[config.mk]
export PLATFORM = sky130hd
export DESIGN_NAME = exec_controller
export DESIGN_NICKNAME = d
export VERILOG_FILES = /design/src/rtl/exec_controller.sv
export SDC_FILE = /design/constraint.sdc
export NUM_CORES = 1
export LEC_CHECK = 0
export CAP_MARGIN = 10
export CORE_UTILIZATION = 46
export CTS_CLUSTER_SIZE = 30
export DETAILED_ROUTE_END_ITERATION = 10
export PLACE_DENSITY = 0.8
export SETUP_SLACK_MARGIN = 0.4
export SKIP_CTS_REPAIR_TIMING = 1
export SLEW_MARGIN = 20
export SYNTH_ARGS = -nofsm -noshare
export SYNTH_HDL_FRONTEND = slang
export SYNTH_SLANG_ARGS = --single-unit
export TNS_END_PERCENT = 100
[constraint.sdc]
create_clock -name clk -period 3.2 [get_ports clk]
set_input_delay 0.64 -clock clk [delete_from_list [all_inputs] [get_ports clk]]
set_output_delay 0.64 -clock clk [all_outputs]
set_load 0.05 [all_outputs]
[src/rtl/exec_controller.sv]
// exec_controller: programmable clock-enable generator with run/step modes, PC breakpoints and sticky HLT capture
module exec_controller #(
    parameter int DIV_WIDTH = 16,
    parameter int PC_WIDTH  = 16,
    parameter int NUM_BP    = 4,
    parameter int CNT_WIDTH = 32,
    localparam int BPI_WIDTH = (NUM_BP > 1) ? $clog2(NUM_BP) : 1
) (
    input  logic                       clk,
    input  logic                       i_rst_n,
    input  logic [1:0]                 i_mode,
    input  logic                       i_start,
    input  logic                       i_stop,
    input  logic [DIV_WIDTH-1:0]       i_div,
    input  logic                       i_halt,
    input  logic                       i_instr_boundary,
    input  logic [PC_WIDTH-1:0]        i_pc,
    input  logic [NUM_BP-1:0]          i_bp_en,
    input  logic [NUM_BP*PC_WIDTH-1:0] i_bp_addr,
    output logic                       o_clk_en,
    output logic [2:0]                 o_state,
    output logic                       o_bp_hit,
    output logic [BPI_WIDTH-1:0]       o_bp_index,
    output logic [CNT_WIDTH-1:0]       o_tick_count
);

    typedef enum logic [2:0] {
        ST_STOPPED  = 3'd0,
        ST_RUNNING  = 3'd1,
        ST_STEPPING = 3'd2,
        ST_BREAK    = 3'd3,
        ST_HALTED   = 3'd4
    } state_t;

    typedef enum logic [1:0] {
        M_RUN   = 2'd0,
        M_CYCLE = 2'd1,
        M_INSTR = 2'd2
    } mode_t;

    state_t                 state_q, state_d;
    mode_t                  mode_q, mode_d;
    logic [DIV_WIDTH-1:0]   cnt_q, cnt_d;
    logic                   skip_q, skip_d;
    logic                   ticked_q, ticked_d;
    logic                   stop_q, stop_d;
    logic                   clk_en_q, clk_en_d;
    logic                   bp_hit_q, bp_hit_d;
    logic [BPI_WIDTH-1:0]   bp_index_q, bp_index_d;
    logic [CNT_WIDTH-1:0]   tick_count_q, tick_count_d;

    logic                   bp_match;
    logic [BPI_WIDTH-1:0]   bp_sel;
    logic                   active, start_ok, slot, stop_seen;

    assign active    = (state_q == ST_RUNNING) || (state_q == ST_STEPPING);
    assign start_ok  = i_start && ((state_q == ST_STOPPED) || (state_q == ST_BREAK));
    assign slot      = active && (cnt_q == i_div);
    assign stop_seen = stop_q || i_stop;

    // Find the lowest-index enabled breakpoint whose address equals the current PC
    always_comb begin
        bp_match = 1'b0;
        bp_sel   = '0;
        for (int k = NUM_BP - 1; k >= 0; k--) begin
            if (i_bp_en[k] && (i_bp_addr[k*PC_WIDTH +: PC_WIDTH] == i_pc)) begin
                bp_match = 1'b1;
                bp_sel   = BPI_WIDTH'(k);
            end
        end
    end

    // Next state: accept start, otherwise resolve each divider slot by halt > break > stop > instr-step end > tick
    always_comb begin
        state_d      = state_q;
        mode_d       = mode_q;
        cnt_d        = cnt_q;
        skip_d       = skip_q;
        ticked_d     = ticked_q;
        stop_d       = stop_q;
        clk_en_d     = 1'b0;
        bp_hit_d     = bp_hit_q;
        bp_index_d   = bp_index_q;
        tick_count_d = tick_count_q;
        if (start_ok) begin
            mode_d   = (i_mode == 2'd0) ? M_RUN : (i_mode == 2'd2) ? M_INSTR : M_CYCLE;
            state_d  = (i_mode == 2'd0) ? ST_RUNNING : ST_STEPPING;
            cnt_d    = '0;
            ticked_d = 1'b0;
            stop_d   = 1'b0;
            if (state_q == ST_BREAK) begin
                skip_d   = 1'b1;
                bp_hit_d = 1'b0;
            end
        end else if (slot) begin
            cnt_d  = '0;
            stop_d = 1'b0;
            if (i_halt) begin
                state_d = ST_HALTED;
            end else if (i_instr_boundary && bp_match && !skip_q) begin
                state_d    = ST_BREAK;
                bp_hit_d   = 1'b1;
                bp_index_d = bp_sel;
            end else if (stop_seen) begin
                state_d = ST_STOPPED;
            end else if ((mode_q == M_INSTR) && ticked_q && i_instr_boundary) begin
                state_d = ST_STOPPED;
            end else begin
                clk_en_d     = 1'b1;
                tick_count_d = tick_count_q + 1'b1;
                skip_d       = 1'b0;
                ticked_d     = 1'b1;
                state_d      = (mode_q == M_CYCLE) ? ST_STOPPED : state_q;
            end
        end else begin
            cnt_d  = active ? cnt_q + 1'b1 : '0;
            stop_d = stop_seen;
        end
    end

    // State and output registers with synchronous active-low reset
    always_ff @(posedge clk) begin
        if (!i_rst_n) begin
            state_q      <= ST_STOPPED;
            mode_q       <= M_RUN;
            cnt_q        <= '0;
            skip_q       <= 1'b0;
            ticked_q     <= 1'b0;
            stop_q       <= 1'b0;
            clk_en_q     <= 1'b0;
            bp_hit_q     <= 1'b0;
            bp_index_q   <= '0;
            tick_count_q <= '0;
        end else begin
            state_q      <= state_d;
            mode_q       <= mode_d;
            cnt_q        <= cnt_d;
            skip_q       <= skip_d;
            ticked_q     <= ticked_d;
            stop_q       <= stop_d;
            clk_en_q     <= clk_en_d;
            bp_hit_q     <= bp_hit_d;
            bp_index_q   <= bp_index_d;
            tick_count_q <= tick_count_d;
        end
    end

    assign o_clk_en     = clk_en_q;
    assign o_state      = state_q;
    assign o_bp_hit     = bp_hit_q;
    assign o_bp_index   = bp_index_q;
    assign o_tick_count = tick_count_q;

endmodule
**After elaboration in Yosys (flattened, before gate mapping)**

Index checks and enable logic that the tools add are counted.
Widths: inputs -> output; s select.

- Register bits after elaboration: 60
- Latch bits: 0
- RAM bits: 0
- Memory bits (read-only): 0
- Input bits: 108
- Memories kept: 0

- $add $sub $neg: 2
- Multiply operators: 0
- Div/mod/pow operators: 0
- Magnitude comparators: 0
- Equality and inequality tests: 16
- Shift-type cells: 0
- Multiplexer cells: 31
- Bitwise gates (word level): 8
- Reduce and logical (&&, ||, !) cells: 29

Operator list:

| cell | count |
|---|---|
| $eq 16x16->1 | 5 |
| $add 32x1->32 const B | 1 |
| $mux 3 | 7 |
| $mux 1 | 17 |
| $add 16x1->16 const B | 1 |
| $mux 2 | 7 |
| $reduce_and 6->1 | 2 |
| $logic_and 1x1->1 | 10 |
| $not 1->1 | 8 |
| $reduce_and 4->1 | 2 |
| $eq 3x2->1 const B | 2 |
| $ne 2x2->1 const B | 3 |
| $reduce_bool 6->1 | 1 |
| $reduce_or 6->1 | 1 |
| $reduce_and 5->1 | 1 |
| $eq 2x2->1 const B | 2 |
| $ne 2x1->1 const B | 2 |
| $reduce_bool 2->1 | 2 |
| $reduce_or 4->1 | 1 |
| $eq 3x1->1 const B | 1 |
| $logic_not 3->1 | 1 |
| $logic_or 1x1->1 | 3 |
| $reduce_or 3->1 | 1 |
| $eq 2x1->1 const B | 1 |
| other kinds (4) | 4 |

**Longest topological paths before layout**

- Depth in word-level cells: 12
- Depth in mapped cells: 9

**Worst setup path before layout**

Ideal clock, no wire load.

- Path type: input to register
- Start: in i_pc[13]
- End: reg bp_index_q[0], in the netlist o_bp_index[0]
- Setup time: 0.070 ns
- Data arrival time: 2.564 ns
- Data required time: 3.130 ns
- Slack: 0.566 ns
- Cell stages on the path: 8
- Cell sequence: buf_6 > xnor2_4 > nand4_1 > or4b_4 > nor4_4 > nor4_2 > or4_1 > a21oi_1

- Word-level cells in the longest chain between the ends: 9

Ends and longest elaborated chain:

| element | line | text |
|---|---|---|
| start, declared | 17 | `input logic [PC_WIDTH-1:0] i_pc,` |
| $eq 16x16->1 | 66 | `if (i_bp_en[k] && (i_bp_addr[k*PC_WIDTH +: PC_WIDTH] == i_pc)) begin` |
| $logic_and 1x1->1 | 66 |  |
| $mux 1 (4 in series) | 66 |  |
| $logic_and 1x1->1 (2 in series) | 100 | `end else if (i_instr_boundary && bp_match && !skip_q) begin` |
| $reduce_and 4->1 (no source line) | -- |  |
| end signal, assigned | 143 | `bp_index_q <= bp_index_d;` |
| end, declared | 49 | `logic [BPI_WIDTH-1:0] bp_index_q, bp_index_d;` |

Parallel ways exist; a longest one is shown, timed or not.
A chain may end at the register's enable or synchronous reset.

**Worst setup path after layout**

- Start: in i_pc[10]
- End: reg tick_count_q[30], in the netlist o_tick_count[30]

- Word-level cells in the longest chain between the ends: 10

Ends and longest elaborated chain:

| element | line | text |
|---|---|---|
| $eq 16x16->1 | 66 |  |
| $logic_and 1x1->1 | 66 |  |
| $mux 1 (3 in series) | 66 |  |
| $mux 1 (*) | 66 |  |
| $logic_and 1x1->1 (*) (2 in series) | 100 |  |
| $not 1->1 (no source line) (*) | -- |  |
| $reduce_and 6->1 (no source line) (*) | -- |  |
| end signal, assigned | 144 | `tick_count_q <= tick_count_d;` |
| end, declared | 50 | `logic [CNT_WIDTH-1:0] tick_count_q, tick_count_d;` |

Mark *: on every way between the ends. The rest lies on a longest branch, timed or not.

==> out/qor.log <==
INFO  layout         multi_input_area=0.00293mm²
INFO  synthesis      synth_enable_flop_cells=0
INFO  global_routing grt_use_met2=48.6%
INFO  global_routing first_global_vias=4327
INFO  global_routing grt_antenna_before_repair=1
INFO  clocking       clock_latency_on_the_worst_skew_pair=0.35ns
INFO  routing        detail-route-antenna-nets=0
INFO  layout         mostFrequentLayoutCells=132 x sky130_fd_sc_hd__clkdlybuf4s50_1, 60 x sky130_fd_sc_hd__dfxtp_1, 46 x sky130_fd_sc_hd__nand2_1
INFO  floorplan      placement_rows=34
INFO  global_routing grt_use_met1=34.6%
INFO  status         violations=DRC
INFO  timing         finalMaxSlewViolations=0
INFO  setup_path     data_required_time_at_the_worst_endpoint=3.43ns
INFO  setup_path     worst_path_dominant_cell_family=simple AND/OR/NAND/NOR gates
INFO  layout         n_fill_cell=692
INFO  power_and_ir_drop pwr_density_cell=316mW/mm²
INFO  setup_path     crit_arrival=2.96ns
INFO  layout         regArea=0.00120mm²
INFO  layout         fin_util=71.6%
INFO  routing        wire_per_inst=17.4µm
INFO  routing        drt-initial-drc-count=222
INFO  floorplan      initial_core_util=48.2%
INFO  synthesis      syn_area_per_cell=8.37µm²
INFO  synthesis      library_cell_with_the_largest_summed_area_after_synthesis=sky130_fd_sc_hd__dfxtp_1
INFO  clocking       clock_tree.buffer_depth=2
INFO  synthesis      ys_ff_latch=60
INFO  synthesis      synth-main-ff-cell=sky130_fd_sc_hd__dfxtp_1
INFO  floorplan      ios=147
INFO  synthesis      synth.yosys.warnings=0
INFO  timing         layout_min_cycle_time=2.73ns
INFO  layout         finalNetCount=775
INFO  placed_design  place.gp.congestion=0.929
INFO  layout         area_delta_synth_final=48.6%
INFO  placed_design  numPortBuffers=146
INFO  power_and_ir_drop power_leakage=2.29nW
INFO  timing         fin_worst_skew=0.0113ns
INFO  global_routing grt_start_max_net_pins=59
INFO  floorplan      floorplan.die_area=0.00961mm²
INFO  layout         final_layout_size_suffix_gt1_share=10.3%
INFO  placed_design  place_hpwl=10500µm
INFO  clocking       tritoncts=built
INFO  routing        firstDrtPassIters=8
INFO  routing        drcViolationCount=7
INFO  setup_path     critical_path_peak_fanout=10
INFO  global_routing first_pass_grt_wire_length=21100µm
INFO  synthesis      yosysUniqueCellTypes=45
INFO  synthesis      dominant_cells_by_area_after_synthesis=sky130_fd_sc_hd__dfxtp_1 28%, sky130_fd_sc_hd__xnor2_1 10%, sky130_fd_sc_hd__xor2_1 7.8%
INFO  timing         finalSetupViolations=0
INFO  routing        route.detailed.vias_per_inst=5.78
INFO  global_routing total_routing_resource_utilization_after_global_routing=27.9%
INFO  job            drv.max_cap_violation_count=0
INFO  placed_design  placedInstanceArea=0.00594mm²
INFO  setup_path     cp-start-kind=input pin
INFO  setup_path     crit_path_top_delay_cell=sky130_fd_sc_hd__or4_4
INFO  global_routing grt-ovfl-total=0
INFO  clocking       clkSinkCount=60
INFO  setup_path     worst-setup-path-type=input pin to register
INFO  synthesis      cell_count_after_synthesis=507
INFO  layout         layout_commonest_cell=sky130_fd_sc_hd__clkdlybuf4s50_1
INFO  synthesis      asyncSetResetFlopFracSynth=0%
INFO  clocking       clkTransAtPathRegs=0.08ns
INFO  timing         final.period_utilization=85.3%
INFO  power_and_ir_drop vdd_drop_max=214µV
INFO  routing        wirelength=13500µm
INFO  min_path       holdCritPathClass=register to register
INFO  placed_design  place_worst_setup_slack=-0.127ns
INFO  layout         finalInstanceArea=0.00630mm²
INFO  floorplan      core_area=0.00881mm²
INFO  synthesis      post-synth-top-area-fraction=28.3%
INFO  clocking       cts.root.buffer_cell=sky130_fd_sc_hd__clkbuf_8
INFO  status         result_of_the_run=finished, violations left
INFO  timing         fmax=366MHz
INFO  floorplan      dieWidth=98.0µm
INFO  synthesis      mappedNetlistNets=617
INFO  setup_path     critical_path.n_buffers_inverters=3
INFO  setup_path     critPathMaxStageDelay=0.49ns
INFO  setup_path     crit_chain=clkdlybuf4s50_1 > xor2_1 > or4_4 > nor3b_2 > nand4_1 > a41oi_4 > buf_6 > clkbuf_16 > nor4_1 > mux2i_1
INFO  timing         timing.final.ws_setup=0.469ns
INFO  timing         rsz_0062_raised_after_global_routing=no
INFO  timing         max_slew.worst_pin.slew=0.726ns
INFO  setup_path     cp-end-kind=register
INFO  clocking       htree_num_levels=3
INFO  synthesis      synth.yosys.seq_area_share=28.3%
INFO  synthesis      post_synth_instance_area=0.00424mm²
INFO  global_routing grt_use_met3=5.51%
INFO  global_routing grt_busiest_layer=met2
INFO  timing         report.final.hold_viol_count=0
INFO  clocking       cts_buffers=9
INFO  timing         timing.max_slew.rel_slack=51.4%
INFO  routing        vias=4497
INFO  floorplan      die-height=98.0µm
==> sequential cells by signal (all words and copies together) (netlist names), 2 cells and up <==
register	flops
cnt_q	16
o_bp_index	2
mode_q	2
o_state	3
o_tick_count	32
==> report_power, final <==
part / internal, W / switching (W)
Clock: 0.000456 / 0.000314
Combinational: 0.000237 / 0.000213
Sequential: 0.000758 / 0.0000115
==> tightest hold or removal path: cells and delay by family, from the launching register on <==
family,cells,cell delay (ns)
AO/OA/AOI/OAI,1,0.05
buffers and inverters,1,0.05
flip-flops,1,0.31
==> kinds of logic (layout without fill, tap and decap cells) <==
group | count (synthesis) | after routing | share of synthesized area, %
compound gates | 65 | 65 | 11.8
simple gates | 237 | 237 | 31.2
flops | 60 | 60 | 28.3
xor+xnor | 94 | 94 | 20.9
other cells | 0 | 1 | 0
buf+inv | 36 | 198 | 4.16
fa+ha+maj | 2 | 2 | 0.590
mux | 13 | 13 | 3.07
==> cell usage after synthesis (all sizes together) (2+ instances only) <==
| library cell | number |
|---|---|
| a211oi | 2 |
| a21oi | 10 |
| a221oi | 2 |
| and2 | 3 |
| and3 | 9 |
| and4 | 5 |
| buf | 8 |
| clkbuf | 20 |
| dfxtp | 60 |
| ha | 2 |
| inv | 8 |
| mux2i | 13 |
| nand2 | 46 |
| nand2b | 24 |
| nand3 | 30 |
| nand4 | 33 |
| nor2 | 36 |
| nor2b | 2 |
| nor3 | 4 |
| nor3b | 2 |
| nor4 | 23 |
| nor4b | 2 |
| o211a | 2 |
| o211ai | 8 |
| o21ai | 6 |
| o311ai | 14 |
| o31ai | 3 |
| o41ai | 14 |
| or3 | 3 |
| or4 | 11 |
| or4b | 2 |
| xnor2 | 56 |
| xor2 | 38 |
==> metal layers <==
metal	vias up	part of all wire (%)
li1	2183	-
met1	2102	42
met2	189	49
met3	23	6.4
met4	0	2.5
met5	-	0
==> path summary, 6_finish.rpt <==
check        slack, ns                       endpoint                         start  cells past startpoint
max               0.47  o_tick_count[30]$_SDFFE_PN0P_                      i_pc[10]                     10
min               0.45     o_bp_index[1]$_SDFFE_PN0P_    o_bp_index[1]$_SDFFE_PN0P_                      2
max reg2reg       0.61  o_tick_count[29]$_SDFFE_PN0P_  o_tick_count[9]$_SDFFE_PN0P_                      7
min reg2reg       0.45     o_bp_index[1]$_SDFFE_PN0P_    o_bp_index[1]$_SDFFE_PN0P_                      2
==> cell type report <==
class | count | share of cell area, %
sequential | 60 | 19.1
tap | 108 | 2.14
multi-input combinational | 411 | 46.5
timing repair buffer | 175 | 28.3
inverter | 8 | 0.477
clock inverter | 4 | 1.17
antenna | 1 | 0.0397
clock buffer | 11 | 2.24
==> metrics by stage <==
stage	hold WS [ns]	total power (W)	setup TNS (ns)	instances
floorplan	0.431	0.00100	0	507
detailed placement	0.446	0.00123	-1.82	758
CTS	0.455	0.00199	0	773
global placement	0.435	0.00122	-0.0269	758
global route	0.476	0.00207	0	778
finish	0.455	0.00199	0	778
Note: power is estimated with default switching activity, not from simulation.
